[src/rtl/traffic_light_monitor.sv]
// Passive watchdog for the 4-way junction controller: decodes the light vectors
// into a phase and flags encoding, conflict, sequence and dwell-time violations.
module traffic_light_monitor #(
  parameter int GREEN_TICKS  = 8,
  parameter int YELLOW_TICKS = 2,
  parameter int CNT_W        = 4,
  parameter int ERRCNT_W     = 8
) (
  input  logic                clk_in,
  input  logic                rst_a,
  input  logic                tick,
  input  logic [2:0]          n_lights,
  input  logic [2:0]          s_lights,
  input  logic [2:0]          e_lights,
  input  logic [2:0]          w_lights,
  output logic [2:0]          phase,
  output logic                locked,
  output logic [CNT_W-1:0]    dwell,
  output logic                err_encoding,
  output logic                err_conflict,
  output logic                err_sequence,
  output logic                err_timing,
  output logic [ERRCNT_W-1:0] err_count
);

  localparam logic [1:0] IDLE   = 2'd0;
  localparam logic [1:0] ACQ    = 2'd1;
  localparam logic [1:0] LOCKED = 2'd2;

  localparam logic [CNT_W-1:0] G_LIM = CNT_W'(GREEN_TICKS);
  localparam logic [CNT_W-1:0] Y_LIM = CNT_W'(YELLOW_TICKS);

  function automatic logic vec_ok(input logic [2:0] v);
    return (v == 3'b001) || (v == 3'b010) || (v == 3'b100);
  endfunction

  // Controller order N, N_Y, E, E_Y, S, S_Y, W, W_Y (codes 0,1,4,5,2,3,6,7).
  function automatic logic [2:0] next_phase(input logic [2:0] p);
    case (p)
      3'd0:    return 3'd1;
      3'd1:    return 3'd4;
      3'd4:    return 3'd5;
      3'd5:    return 3'd2;
      3'd2:    return 3'd3;
      3'd3:    return 3'd6;
      3'd6:    return 3'd7;
      default: return 3'd0;
    endcase
  endfunction

  function automatic logic [CNT_W-1:0] sat_inc(input logic [CNT_W-1:0] v);
    return (&v) ? v : v + 1'b1;
  endfunction

  logic [1:0]          state_q, state_d;
  logic [2:0]          phase_q, phase_d;
  logic [CNT_W-1:0]    dwell_q, dwell_d;
  logic [ERRCNT_W-1:0] errcnt_q, errcnt_d;
  logic                enc_q, enc_d, conf_q, conf_d, seq_q, seq_d, tim_q, tim_d;

  logic                enc_bad, one_active;
  logic [2:0]          act_cnt, dec_phase;
  logic [CNT_W-1:0]    limit;

  always_comb begin
    enc_bad    = !(vec_ok(n_lights) && vec_ok(s_lights) && vec_ok(e_lights) && vec_ok(w_lights));
    act_cnt    = 3'(n_lights != 3'b100) + 3'(s_lights != 3'b100)
               + 3'(e_lights != 3'b100) + 3'(w_lights != 3'b100);
    one_active = (act_cnt == 3'd1);
    if (n_lights != 3'b100)      dec_phase = {2'd0, n_lights == 3'b010};
    else if (s_lights != 3'b100) dec_phase = {2'd1, s_lights == 3'b010};
    else if (e_lights != 3'b100) dec_phase = {2'd2, e_lights == 3'b010};
    else                         dec_phase = {2'd3, w_lights == 3'b010};
    limit = phase_q[0] ? Y_LIM : G_LIM;
  end

  always_comb begin
    state_d = state_q;
    phase_d = phase_q;
    dwell_d = dwell_q;
    enc_d   = 1'b0;
    conf_d  = 1'b0;
    seq_d   = 1'b0;
    tim_d   = 1'b0;
    if (tick) begin
      if (enc_bad || !one_active) begin
        enc_d   = enc_bad;
        conf_d  = !enc_bad;
        state_d = IDLE;
        phase_d = 3'd0;
        dwell_d = '0;
      end else begin
        case (state_q)
          ACQ: begin
            if (dec_phase == phase_q) begin
              dwell_d = sat_inc(dwell_q);
            end else begin
              // The first dwell seen after acquisition is partial, so it is never checked.
              phase_d = dec_phase;
              dwell_d = CNT_W'(1);
              if (dec_phase == next_phase(phase_q)) state_d = LOCKED;
            end
          end
          LOCKED: begin
            if (dec_phase == phase_q) begin
              dwell_d = sat_inc(dwell_q);
              if (dwell_q == limit) begin
                tim_d   = 1'b1;
                state_d = ACQ;
              end
            end else begin
              phase_d = dec_phase;
              dwell_d = CNT_W'(1);
              if (dec_phase == next_phase(phase_q)) begin
                tim_d = (dwell_q != limit);
              end else begin
                seq_d   = 1'b1;
                state_d = ACQ;
              end
            end
          end
          default: begin
            phase_d = dec_phase;
            dwell_d = CNT_W'(1);
            state_d = ACQ;
          end
        endcase
      end
    end
    errcnt_d = errcnt_q;
    if ((enc_d || conf_d || seq_d || tim_d) && !(&errcnt_q)) errcnt_d = errcnt_q + 1'b1;
  end

  always_ff @(posedge clk_in or posedge rst_a) begin
    if (rst_a) begin
      state_q  <= IDLE;
      phase_q  <= 3'd0;
      dwell_q  <= '0;
      errcnt_q <= '0;
      enc_q    <= 1'b0;
      conf_q   <= 1'b0;
      seq_q    <= 1'b0;
      tim_q    <= 1'b0;
    end else begin
      state_q  <= state_d;
      phase_q  <= phase_d;
      dwell_q  <= dwell_d;
      errcnt_q <= errcnt_d;
      enc_q    <= enc_d;
      conf_q   <= conf_d;
      seq_q    <= seq_d;
      tim_q    <= tim_d;
    end
  end

  assign phase        = phase_q;
  assign locked       = (state_q == LOCKED);
  assign dwell        = dwell_q;
  assign err_encoding = enc_q;
  assign err_conflict = conf_q;
  assign err_sequence = seq_q;
  assign err_timing   = tim_q;
  assign err_count    = errcnt_q;

endmodule

[config.mk]
export PLATFORM = sky130hd
export DESIGN_NAME = traffic_light_monitor
export DESIGN_NICKNAME = d
export VERILOG_FILES = /design/src/rtl/traffic_light_monitor.sv
export SDC_FILE = /design/constraint.sdc
export NUM_CORES = 1
export LEC_CHECK = 0
export CORE_MARGIN = 2
export CORE_UTILIZATION = 45
export CTS_CLUSTER_SIZE = 14
export DETAILED_ROUTE_END_ITERATION = 10
export GPL_TIMING_DRIVEN = 0
export PLACE_DENSITY = 0.75
export SYNTH_ARGS = -nofsm -noshare
export SYNTH_HDL_FRONTEND = slang
export SYNTH_SLANG_ARGS = --single-unit
[constraint.sdc]
create_clock -name clk_in -period 2.65 [get_ports clk_in]
set_clock_uncertainty 0.05 [all_clocks]
set_input_delay 0.53 -clock clk_in [delete_from_list [all_inputs] [get_ports clk_in]]
set_output_delay 0.53 -clock clk_in [all_outputs]
set_load 0.05 [all_outputs]
==> results.toml <==
[outcome]
status = "finished with violations"
violations = "setup timing"

[yosys]
synth_ff_type = "dfrtp_1"
synth_area_um2 = 1540
syn_avg_cell_area_um2 = 9.22
synth_cells = 167
yosys.area.top_type = "dfrtp_1"
ys_warn_count = 0
synth_top_area_share_pct = 34.1
yosysUniqueCellTypes = 53
seq_area_frac_synth_pct = 34.1
synth_edf_count = 0
synthTopCellsByArea = "dfrtp_1 (34%), ha_1 (5.7%), nand2_1 (4.4%), xnor2_1 (4.0%), o21ai_0 (3.3%)"
synth_fp_nets = 190
async_flop_share_pct = 100
ys_ff_latch = 21

[sta]
slew_headroom_pct = 47.1
finalHoldViolations = 0
setup_viol = 18
worst_slack_ns = -1.13
rsz0062_at_grt = "yes"
finalCriticalPeriod_ns = 3.78
period_share_pct = 143
finalMaxSlewViolations = 0
fin_tns_setup_ns = -14.57
max_freq_ghz = 0.264
tightest_slew_ns = 0.792

[critical_path]
critPathCapture = "err_count[6]"
required_ns = 2.80
cp_max_fo = 4
cp_data_arrival_time_ns = 3.94
r2r_end = "err_count[6]"
crit_path_cell_trace = "buf_8, nor3b_4, inv_2, fa_1, ha_2, ha_4, nor3b_4, nand3_2, or4_4, or4_1, a32o_2, buf_4, buf_6, nand2_8, nand3_2, xnor2_1"
critical_path_class = "primary input to flip-flop"
r2r-start = "state_q[0]"
worstSetupEndpointType = "flip-flop"
critPathBufInv = 4
cpMaxStageDelayCell = "or4_4"
critPathLaunch = "n_lights[0]"
critical_path_depth = 16
crit_family = "simple AND/OR/NAND/NOR gates"
ff2ff_setup_slack_ns = -0.12
cpPeakStageDelay_ns = 0.52
start_kind = "primary input"
reg2reg_depth = 11

[route]
drt_iter0_markers = 89
drc = 0
post_drt_via_cell_ratio = 5.72
drt_first_pass_iters = 4
drt_wl_total_mm = 4.28
num_vias = 1591
postRouteAntennaNets = 0
wl_per_cell_um = 15.4

[final_layout]
diodes = 0
drive_gt1_share_pct = 33.6
nFillCells = 259
mostFrequentLayoutCell = "buf_4"
layout_common_cells = "buf_4 (24), dfrtp_1 (21), clkdlybuf4s50_1 (21), nand2_1 (16), o21ai_0 (8)"
fin_nets = 256
area_growth_pct = 50.4

[floorplan]
dieArea_um2 = 3900
start_util_pct = 46.5
die_h_um = 62.5
core_um2 = 3310
rows = 21
die_w_um = 62.5
io_pins = 35

[pwr]
switching_share_pct = 43.1
power.total_w = 0.00115
powerDensity_nw_per_um2 = 499
sequentialPowerShare_pct = 38.0
leakagePower_nw = 0.964
internal_power_w = 0.000657
power_frac_comb_pct = 48.2
max-vdd-ir-drop_mv = 0.588
p_clk_share_pct = 13.8
switchingPower_w = 0.000498

[clock_network]
clock-sinks = 21
hold_buffers = 0
clock_tree.root_cell = "clkbuf_4"
cts_max_level = 1
clkSlewWorstSetupHoldPaths_ns = 0.11
cts_tree = "built"
cts_buffers = 3
clock_path_buffers = 2
clock_latency_ns = 0.31

[placed_design]
hpwl_mm = 2.79
io_buffers = 33
place.gp.congestion = 0.820

[job]
maxCapViolCount = 0

[global_routing]
gr-usage-all-layers_pct = 21.8
gr-total-overflow = 0
grt_pass1_wl_mm = 6.95
grt_max_degree = 22
antenna_found_initial = 0
grt_pass1_vias = 1525

[hold_path]
hold_path_class = "flip-flop to flip-flop"
-- area by class of cell --
cell class | instances | area, um2 | share of cell area, %
buffer | 2 | 7.51 | 0.324
multi-input combinational | 136 | 1120 | 48.5
inverter | 8 | 30.0 | 1.30
clock buffer | 4 | 26.3 | 1.14
tap | 46 | 57.6 | 2.49
sequential | 21 | 526 | 22.7
timing repair buffer | 61 | 546 | 23.6
-- power by group through the flow --
stage	sequential, W	combinational, W	clock (W)
after floorplan	0.000618	0.000154	0
after global routing	0.000447	0.000590	0.000182
final	0.000439	0.000556	0.000160
after CTS	0.000434	0.000534	0.000166
after global placement	0.000437	0.000499	0
after detailed placement	0.000440	0.000511	0
-- worst min-delay path by stage --
| stage | start | endpoint | cells past startpoint |
|---|---|---|---|
| 6_report | err_count[6] | err_count[6] | 1 |
| 5_1_grt | err_count[6] | err_count[6] | 1 |
| 4_1_cts | err_count[6] | err_count[6] | 1 |
| 3_5_place_dp | err_count[6] | err_count[6] | 1 |
| 3_3_place_gp | err_count[6] | err_count[6] | 1 |
| 2_1_floorplan | state_q[0] | state_q[0] | 1 |
-- logic make-up (layout without fill, tap and decap cells) --
family,after synthesis,after routing,share of synthesized area [%]
compound gates,42,42,20.7
xor+xnor,9,9,5.12
fa+ha+maj,8,8,6.99
buf+inv,10,75,2.44
flops,21,21,34.1
mux,1,1,0.732
simple gates,76,76,29.8
-- sequential cells by signal, indices dropped and copies added, names as in the netlist --
name / flops
phase: 3
dwell: 4
err_count: 8
state_q: 2
err_conflict: 1
err_timing: 1
err_encoding: 1
err_sequence: 1
-- per-layer routing --
metal  vias to the layer above  track usage (%)  wire (um)
met2                        48             38.0       2270
met3                        12             5.59        223
li1                        752                -          -
met4                         0             6.39        107
met1                       779             26.4       1680
met5                         -                0          0
-- through the flow --
stage / cells / cell area, um2 / hold WS (ns) / util (%) / setup slack, ns
after detailed placement: 246 / 1950 / 0.438 / 59.0 / -2.25
after global routing: 278 / 2310 / 0.480 / 69.9 / -1.24
after global placement: 246 / 1950 / 0.430 / 59.0 / -2.14
after floorplan: 167 / 1560 / 0.429 / - / -1.29
final: 278 / 2310 / 0.446 / 69.9 / -1.13
after CTS: 272 / 2180 / 0.453 / 65.9 / -1.15
-- timing repair --
item | CTS | global route
endpoints found under the setup margin | 20 | 19
cloned | 0 | 0
setup buffers | 24 | 6
hold endpoints to repair | 0 | 0
pin swaps | 17 | 14
resized for setup | 59 | 20
-- cell usage after synthesis (2+ instances only) --
| cell | number |
|---|---|
| dfrtp_1 | 21 |
| nand2_1 | 18 |
| o21ai_0 | 10 |
| nor2_1 | 9 |
| inv_1 | 8 |
| ha_1 | 7 |
| xnor2_1 | 7 |
| a21oi_1 | 6 |
| and2_1 | 6 |
| and3_1 | 6 |
| nand3_1 | 5 |
| a31oi_1 | 4 |
| nand4_1 | 4 |
| or3_1 | 4 |
| nand2b_1 | 3 |
| nor3_1 | 3 |
| nor3b_1 | 3 |
| o31ai_1 | 3 |
| a21o_1 | 2 |
| a22oi_1 | 2 |
| clkbuf_1 | 2 |
| or4_1 | 2 |
| xor2_1 | 2 |
-- worst register-to-register path, stage by stage, from the launching register on --
cell and delay [ns]:
dfrtp_1 0.43, inv_1 0.07, ha_1 0.24, nand3_2 0.12
or4_4 0.52, or4_1 0.42, a32o_2 0.26, buf_4 0.14
buf_6 0.12, nand2_8 0.07, nand3_2 0.09, xnor2_1 0.13
Note: power is estimated with default switching activity, not from simulation.
